==> src/rtl/sdram_port_arbiter.sv <==
// Three-port SDRAM request arbiter: one outstanding transaction, port 0 priority with
// anti-starvation for ports 1/2, which share a round-robin.
module sdram_port_arbiter #(
  parameter int ADDR_W       = 24,
  parameter int DATA_W       = 32,
  parameter int STARVE_LIMIT = 4
) (
  input  logic                  clk,
  input  logic                  reset,
  input  logic [2:0]            req_valid,
  input  logic [2:0]            req_write,
  input  logic [3*ADDR_W-1:0]   req_addr,
  input  logic [3*DATA_W-1:0]   req_wdata,
  input  logic [3*DATA_W/8-1:0] req_wstrb,
  output logic [2:0]            req_ready,
  output logic [2:0]            resp_valid,
  output logic [DATA_W-1:0]     resp_rdata,
  output logic                  mem_valid,
  output logic                  mem_write,
  output logic [ADDR_W-1:0]     mem_addr,
  output logic [DATA_W-1:0]     mem_wdata,
  output logic [DATA_W/8-1:0]   mem_wstrb,
  input  logic                  mem_ready,
  input  logic                  mem_resp_valid,
  input  logic [DATA_W-1:0]     mem_rdata,
  output logic [1:0]            grant_id
);
  localparam int STRB_W  = DATA_W / 8;
  localparam int CNT_RAW = $clog2(STARVE_LIMIT + 1);
  localparam int CNT_W   = (CNT_RAW < 2) ? 2 : CNT_RAW;
  localparam logic [CNT_W-1:0] CNT_MAX = CNT_W'(STARVE_LIMIT);

  localparam logic [1:0] IDLE  = 2'd0;
  localparam logic [1:0] ISSUE = 2'd1;
  localparam logic [1:0] WAIT  = 2'd2;
  localparam logic [1:0] NONE  = 2'd3;

  logic [1:0]        state;
  logic [1:0]        owner;
  logic [1:0]        rr_last;
  logic [CNT_W-1:0]  starve_cnt;
  logic [1:0]        rr_pick;
  logic [1:0]        winner;
  logic              other_valid;
  logic              starved;
  logic              accept;
  logic              sel_write;
  logic [ADDR_W-1:0] sel_addr;
  logic [DATA_W-1:0] sel_wdata;
  logic [STRB_W-1:0] sel_wstrb;

  always_comb begin
    other_valid = req_valid[1] | req_valid[2];
    starved     = (starve_cnt == CNT_MAX);

    if (req_valid[1] && req_valid[2]) rr_pick = (rr_last == 2'd2) ? 2'd1 : 2'd2;
    else if (req_valid[1])            rr_pick = 2'd1;
    else                              rr_pick = 2'd2;

    // Port 0 yields only once it has starved the others for STARVE_LIMIT grants
    if (req_valid[0] && !(other_valid && starved)) winner = 2'd0;
    else if (other_valid)                          winner = rr_pick;
    else                                           winner = NONE;

    // No accept during the response cycle so the next grant comes one cycle later
    accept    = (state == IDLE) && !(|resp_valid) && !reset && (winner != NONE);
    req_ready = {winner == 2'd2, winner == 2'd1, winner == 2'd0} & {3{accept}};

    if (accept)                               grant_id = winner;
    else if (state != IDLE || (|resp_valid))  grant_id = owner;
    else                                      grant_id = NONE;

    sel_write = req_write[0];
    sel_addr  = req_addr[0 +: ADDR_W];
    sel_wdata = req_wdata[0 +: DATA_W];
    sel_wstrb = req_wstrb[0 +: STRB_W];
    case (winner)
      2'd1: begin
        sel_write = req_write[1];
        sel_addr  = req_addr[ADDR_W +: ADDR_W];
        sel_wdata = req_wdata[DATA_W +: DATA_W];
        sel_wstrb = req_wstrb[STRB_W +: STRB_W];
      end
      2'd2: begin
        sel_write = req_write[2];
        sel_addr  = req_addr[2*ADDR_W +: ADDR_W];
        sel_wdata = req_wdata[2*DATA_W +: DATA_W];
        sel_wstrb = req_wstrb[2*STRB_W +: STRB_W];
      end
      default: ;
    endcase
  end

  always_ff @(posedge clk) begin
    if (reset) begin
      state      <= IDLE;
      owner      <= NONE;
      rr_last    <= 2'd2;
      starve_cnt <= '0;
      resp_valid <= '0;
      resp_rdata <= '0;
      mem_valid  <= 1'b0;
      mem_write  <= 1'b0;
      mem_addr   <= '0;
      mem_wdata  <= '0;
      mem_wstrb  <= '0;
    end else begin
      resp_valid <= '0;
      case (state)
        IDLE: begin
          if (accept) begin
            owner     <= winner;
            state     <= ISSUE;
            mem_valid <= 1'b1;
            mem_write <= sel_write;
            mem_addr  <= sel_addr;
            mem_wdata <= sel_wdata;
            mem_wstrb <= sel_wstrb;
            if (winner == 2'd0 && other_valid) begin
              if (!starved) starve_cnt <= starve_cnt + CNT_W'(1);
            end else begin
              starve_cnt <= '0;
            end
            if (winner != 2'd0) rr_last <= winner;
          end
        end
        ISSUE: begin
          if (mem_ready) begin
            mem_valid <= 1'b0;
            state     <= WAIT;
          end
        end
        WAIT: begin
          if (mem_resp_valid) begin
            resp_valid <= {owner == 2'd2, owner == 2'd1, owner == 2'd0};
            resp_rdata <= mem_rdata;
            state      <= IDLE;
          end
        end
        default: state <= IDLE;
      endcase
    end
  end
endmodule
==> config.mk <==
export PLATFORM = sky130hd
export DESIGN_NAME = sdram_port_arbiter
export DESIGN_NICKNAME = d
export VERILOG_FILES = /design/src/rtl/sdram_port_arbiter.sv
export SDC_FILE = /design/constraint.sdc
export NUM_CORES = 1
export LEC_CHECK = 0
export CORE_ASPECT_RATIO = 1.1
export CORE_MARGIN = 3
export CORE_UTILIZATION = 33
export DETAILED_ROUTE_END_ITERATION = 10
export PLACE_DENSITY = 0.78
export REMOVE_ABC_BUFFERS = 1
export SLEW_MARGIN = 20
export SYNTH_ARGS = -nofsm -noshare
export SYNTH_HDL_FRONTEND = slang
export SYNTH_SLANG_ARGS = --single-unit
==> constraint.sdc <==
create_clock -name clk -period 2.34 [get_ports clk]
set_input_delay 0.468 -clock clk [delete_from_list [all_inputs] [get_ports clk]]
set_output_delay 0.468 -clock clk [all_outputs]
set_load 0.01 [all_outputs]
* Yosys cells after proc, flatten, opt, wreduce, memory -nomap -nowiden
Cells that the tools add are included.
** Storage, ports and cells
- Output and inout bits :: 102
- Word-level logic and storage cells :: 74
- Bits in registers :: 106
- Input bits :: 222
** Cells by class
- Mux-type cells :: 20
- Add/sub/neg operators :: 1
- Reduce and logical (&&, ||, !) cells :: 25
- Equality and inequality tests :: 13
- Bitwise logic cells :: 4
** Operators by type and width (number)
- $pmux 32 s2 :: 1
- $pmux 24 s2 :: 1
- $mux 2 :: 10
- $reduce_and 3->1 :: 4
- $ne 2x2->1 const B :: 5
- $eq 2x2->1 const B :: 4
- $pmux 4 s2 :: 1
- $logic_and 1x1->1 :: 7
- $eq 2x1->1 const B :: 3
- $logic_not 2->1 :: 3
- $mux 3 :: 2
- $pmux 2 s3 :: 1
- $reduce_bool 2->1 :: 3
- $reduce_or 3->1 :: 2
- $pmux 1 s2 :: 2
- $reduce_and 2->1 :: 2
- $add 3x1->3 const B :: 1
- $and 3x3->3 :: 1
- $eq 3x3->1 const B :: 1
- $logic_not 1->1 :: 3
- $mux 1 :: 2
- $not 1->1 :: 2
- $logic_or 1x1->1 :: 1
- $or 1x1->1 :: 1

* Depth between registers and ports, before layout
- Depth after elaboration :: 9
- Gate-level depth with buffers :: 13
- Gate-level depth less buffers :: 10

* Least setup slack after synthesis
Ideal clock, no wire load.
- Path type :: flip-flop to output port
- From :: register starve_cnt[0]
- To :: output port grant_id[0]
- Path buffers :: 2
- Data required time :: 1872 ps
- Stages on the path, launching flop included :: 12
- Setup slack :: -224 ps
- Data arrival time :: 2096 ps
- Cell sequence :: dfxtp_1 -> inv_1 -> ha_1 -> nand3_1 -> a22oi_1 -> ha_1 -> nor4_4 -> nand2_1 -> buf_2 -> clkbuf_1 -> nor2_1 -> nor2_1
** On the way
- Longest elaborated chain between the ends :: 8
** RTL lines
- from (decl) :: RTL line 41 : logic [CNT_W-1:0] starve_cnt;
- from (signal assigned) :: RTL line 120 : if (!starved) starve_cnt <= starve_cnt + CNT_W'(1);
- $eq 3x3->1 * :: RTL line 54 : starved = (starve_cnt == CNT_MAX);
- $logic_and 1x1->1 * :: RTL line 61 : if (req_valid[0] && !(other_valid && starved)) winner = 2'd0;
- $logic_not 1->1 * :: RTL line 61
- $logic_and 1x1->1 * :: RTL line 61
- $mux 2 * :: RTL line 61
- via winner[0] :: RTL line 43 : logic [1:0] winner;
- $ne 2x2->1 :: RTL line 66 : accept = (state == IDLE) && !(|resp_valid) && !reset && (winner != NONE);
- $logic_and 1x1->1 :: RTL line 66
- $mux 2 * :: RTL line 69 : if (accept) grant_id = winner;
- to (decl) :: RTL line 26 : output logic [1:0] grant_id
Mark *: on every way through the listed nets, which the timed path passes. The rest lies on a longest branch.

* Final worst setup path
- From :: register rr_last[1]
- To :: output port grant_id[0]
** On the way
- Longest elaborated chain between the ends :: 8
** RTL lines
- from (decl) :: RTL line 40 : logic [1:0] rr_last;
- from (signal assigned) :: RTL line 124 : if (winner != 2'd0) rr_last <= winner;
- $eq 2x2->1 :: RTL line 56 : if (req_valid[1] && req_valid[2]) rr_pick = (rr_last == 2'd2) ? 2'd1 : 2'd2;
- $mux 2 (2 in a row) :: RTL line 56
- $mux 2 :: RTL line 62 : else if (other_valid) winner = rr_pick;
- $mux 2 :: RTL line 61
- via winner[1] :: RTL line 43
- $ne 2x2->1 :: RTL line 66
- $logic_and 1x1->1 :: RTL line 66
- $mux 2 :: RTL line 69
The timed path passes the listed nets, and every way through them passes these cells.

==> reports/metrics.yaml <==
floorplanning:
  rows: 46
  die_x_um: 122
  die_h_um: 134
  ios: 324
  core_mm2: 0.0145
  dieArea_mm2: 0.0164
  initial_core_util_pct: 33.9
global_route:
  grt_usage_pct: 22.0
  grt_first_pass_wirelength_mm: 28.5
  overflow: 0
  grt_pass1_vias: 5409
  grt_max_degree: 66
  antenna_found_initial: 0
drt:
  avgViaCountPerCell: 5.04
  ant_nets: 0
  drc: 0
  first_pass_iters: 4
  totalWireLength_mm: 19.4
  dr_total_vias: 5767
  avgRoutedWirePerCell_um: 17.0
  drt-initial-drc-count: 281
timing:
  setup_tns_ns: -1.04
  tightest_slew_ns: 0.615
  max_slew_margin_pct: 59.0
  final-setup-viol-count: 7
  rsz0062_at_grt: "yes"
  maxSlewViolCount: 0
  postLayoutSetupSlackWorst_ns: -0.234
  fmax_mhz: 389
  period_share_pct: 110
  fin_worst_skew_ns: 0.0104
  hold_violations: 0
  min_period_ns: 2.57
clock_tree:
  clockBufferDepth: 2
  insertion_delay_ns: 0.36
  path_clk_slew_ns: 0.08
  cts_buffers: 9
  cts.root.buffer_cell: "clkbuf_16"
  htreeDepth: 3
  cts.sink_count: 106
  cts_tree: "built"
pwr:
  p_leak_nw: 3.20
  power_frac_clock_pct: 31.9
  p_int_mw: 3.75
  power_frac_seq_pct: 38.1
  power_mw: 5.25
  powerDensity_mw_per_mm2: 586
  p_switching_mw: 1.50
  combPwrFrac_pct: 30.0
  swShare_pct: 28.6
  peakVddDrop_mv: 0.346
min_path:
  hold-path-cell-count: 2
  min_from: "mem_wdata[0]"
  hp-class: "reg -> reg"
  holdPathEnd: "mem_wdata[0]"
status:
  violations: "negative setup slack"
  status: "complete, but fails checks"
placement:
  port_buffers: 323
  gp_congestion: 0.838
  hpwl_mm: 14.0
final_layout:
  area_delta_synth_final_pct: 82.3
  multiInputGateArea_mm2: 0.00261
  drive_gt1_share_pct: 9.23
  final_nets: 1176
  final.fill_count: 1313
  post-route-util_pct: 61.7
  antenna_cells: 0
  seqCellArea_mm2: 0.00212
setup_path:
  reg2reg_slack_ns: -0.17
  reg2reg_from: "starve_cnt[0]"
  worstPathMaxFanout: 2
  end_kind: "output port"
  start_kind: "flop"
  reg2reg_depth: 12
  worst_ep_required_time_ns: 1.87
  timing.rr.end: "rr_last[1]"
  path_class: "reg -> out"
  cp.arrival_ns: 2.11
yosys:
  syn_inst: 636
  synthTopCellsByArea: "dfxtp_1 (43%), nand2_1 (15%), a21oi_1 (10%)"
  synth.most_common_cell: "nand2_1"
  synth_commonest_cells: "nand2_1 (190), dfxtp_1 (106), a21oi_1 (101), a22oi_1 (63), o211ai_1 (62)"
  synth_ff_type: "dfxtp_1"
  synthDistinctLibCells: 32
  yosys.area.top_type: "dfxtp_1"
  synth_edf_count: 0
  synth-seq-cells: 106
  ys_seq_area_share_pct: 43.2
  avgSynthCellArea_um2: 7.72
  yosysTopAreaCellShare_pct: 43.2
  async_flop_share_pct: 0
  synthesis.area_mm2: 0.00491
  yosysWarningCount: 0
job:
  max_cap_violations: 0
-- state kept, by name, summed over array words and instances, names as in the netlist --
register    count
state           2
mem_write       1
mem_addr       24
resp_valid      3
mem_wdata      32
owner           2
mem_valid       1
starve_cnt      3
rr_last         2
resp_rdata     32
mem_wstrb       4
-- how the worst max path moves through the flow --
stage,endpoint,from,depth (start not counted),slack (ns)
after floorplan,grant_id[1],starve_cnt[0],9,-1.53
after global placement,grant_id[1],req_valid[2],9,-0.70
after detailed placement,grant_id[1],req_valid[2],9,-0.75
after CTS,grant_id[0],starve_cnt[0],13,-0.28
after global routing,grant_id[0],starve_cnt[0],13,-0.35
final,grant_id[0],rr_last[1],12,-0.23
-- metrics by stage --
| step | cell area, µm² | cells | hold WS [ns] | worst slack (ns) |
|---|---|---|---|---|
| finish | 8950 | 1145 | 0.453 | -0.234 |
| global route | 8950 | 1145 | 0.472 | -0.349 |
| CTS | 8800 | 1141 | 0.455 | -0.284 |
| detailed placement | 8370 | 1117 | 0.446 | -0.752 |
| global placement | 8370 | 1117 | 0.440 | -0.695 |
| floorplan | 4630 | 574 | 0.434 | -1.53 |
-- power by group through the flow --
| stage | registers [mW] | clock network (mW) | logic, mW |
|---|---|---|---|
| floorplan | 2.09 | 0 | 0.531 |
| detailed placement | 2.04 | 0 | 1.46 |
| CTS | 2.00 | 1.71 | 1.50 |
| global placement | 2.03 | 0 | 1.45 |
| finish | 2.00 | 1.67 | 1.57 |
| global route | 2.02 | 1.80 | 1.70 |
-- layout by cell type (no fill, tap or decap), types with 2 or more instances in the layout --
| cell | n |
|---|---|
| clkdlybuf4s50_1 | 314 |
| inv_2 | 3 |
| dlygate4sd2_1 | 3 |
| buf_12 | 5 |
| buf_4 | 30 |
| dfxtp_2 | 2 |
| nor4_1 | 2 |
| ha_4 | 4 |
| o21ai_0 | 4 |
| nand3_1 | 2 |
| dfxtp_1 | 104 |
| o211ai_1 | 62 |
| buf_2 | 5 |
| clkbuf_16 | 11 |
| nand3b_1 | 2 |
| a22oi_2 | 8 |
| inv_1 | 3 |
| nand2_1 | 189 |
| and3_1 | 4 |
| nand2b_1 | 2 |
| bufinv_16 | 2 |
| a211oi_1 | 2 |
| buf_6 | 3 |
| nor2_1 | 9 |
| a21oi_1 | 100 |
| a22oi_1 | 55 |
-- timing repair --
action / CTS / global route
buffers inserted: 10 / 3
gates resized for setup: 42 / 18
gates cloned: 0 / 2
pin swaps: 12 / 4
hold endpoints to repair: 0 / 0
hold buffers: 0 / 0
setup endpoints to repair: 74 / 75
-- area by class of cell --
cell class                 instances  area share [%]
timing repair buffer             363            40.6
multi-input combinational        462            29.1
sequential                       106            23.7
tap                              192            2.68
clock buffer                       9            2.52
clock inverter                     7            1.13
inverter                           6           0.252
-- per-layer routing --
metal / track usage [%] / part of all wire, % / up-vias
met1: 26.7 / 40 / 2692
met2: 38.2 / 51 / 173
met3: 4.81 / 6.3 / 23
met5: 0 / 0 / -
li1: - / - / 2879
met4: 7.41 / 2.0 / 0
-- critical path, stage by stage, from the launching register on --
cell and delay (ns):
dfxtp_1 0.35, inv_1 0.05, o21ai_0 0.17, a22o_1 0.21, inv_2 0.06, ha_4 0.17
nor4_4 0.15, buf_4 0.17, buf_6 0.10, nand2_4 0.05, nor2_4 0.10, nor2_1 0.04
buf_2 0.14
-- cells by family after synthesis --
| family | count (synthesis) | synth area share (%) |
|---|---|---|
| adder cells (fa/ha/maj) | 6 | 1.53 |
| AO/OA/AOI/OAI | 236 | 30.9 |
| buffers and inverters | 68 | 6.09 |
| flip-flops | 106 | 43.2 |
| AND/OR/NAND/NOR | 220 | 18.3 |
No activity file was read; power rests on OpenSTA's default activity.
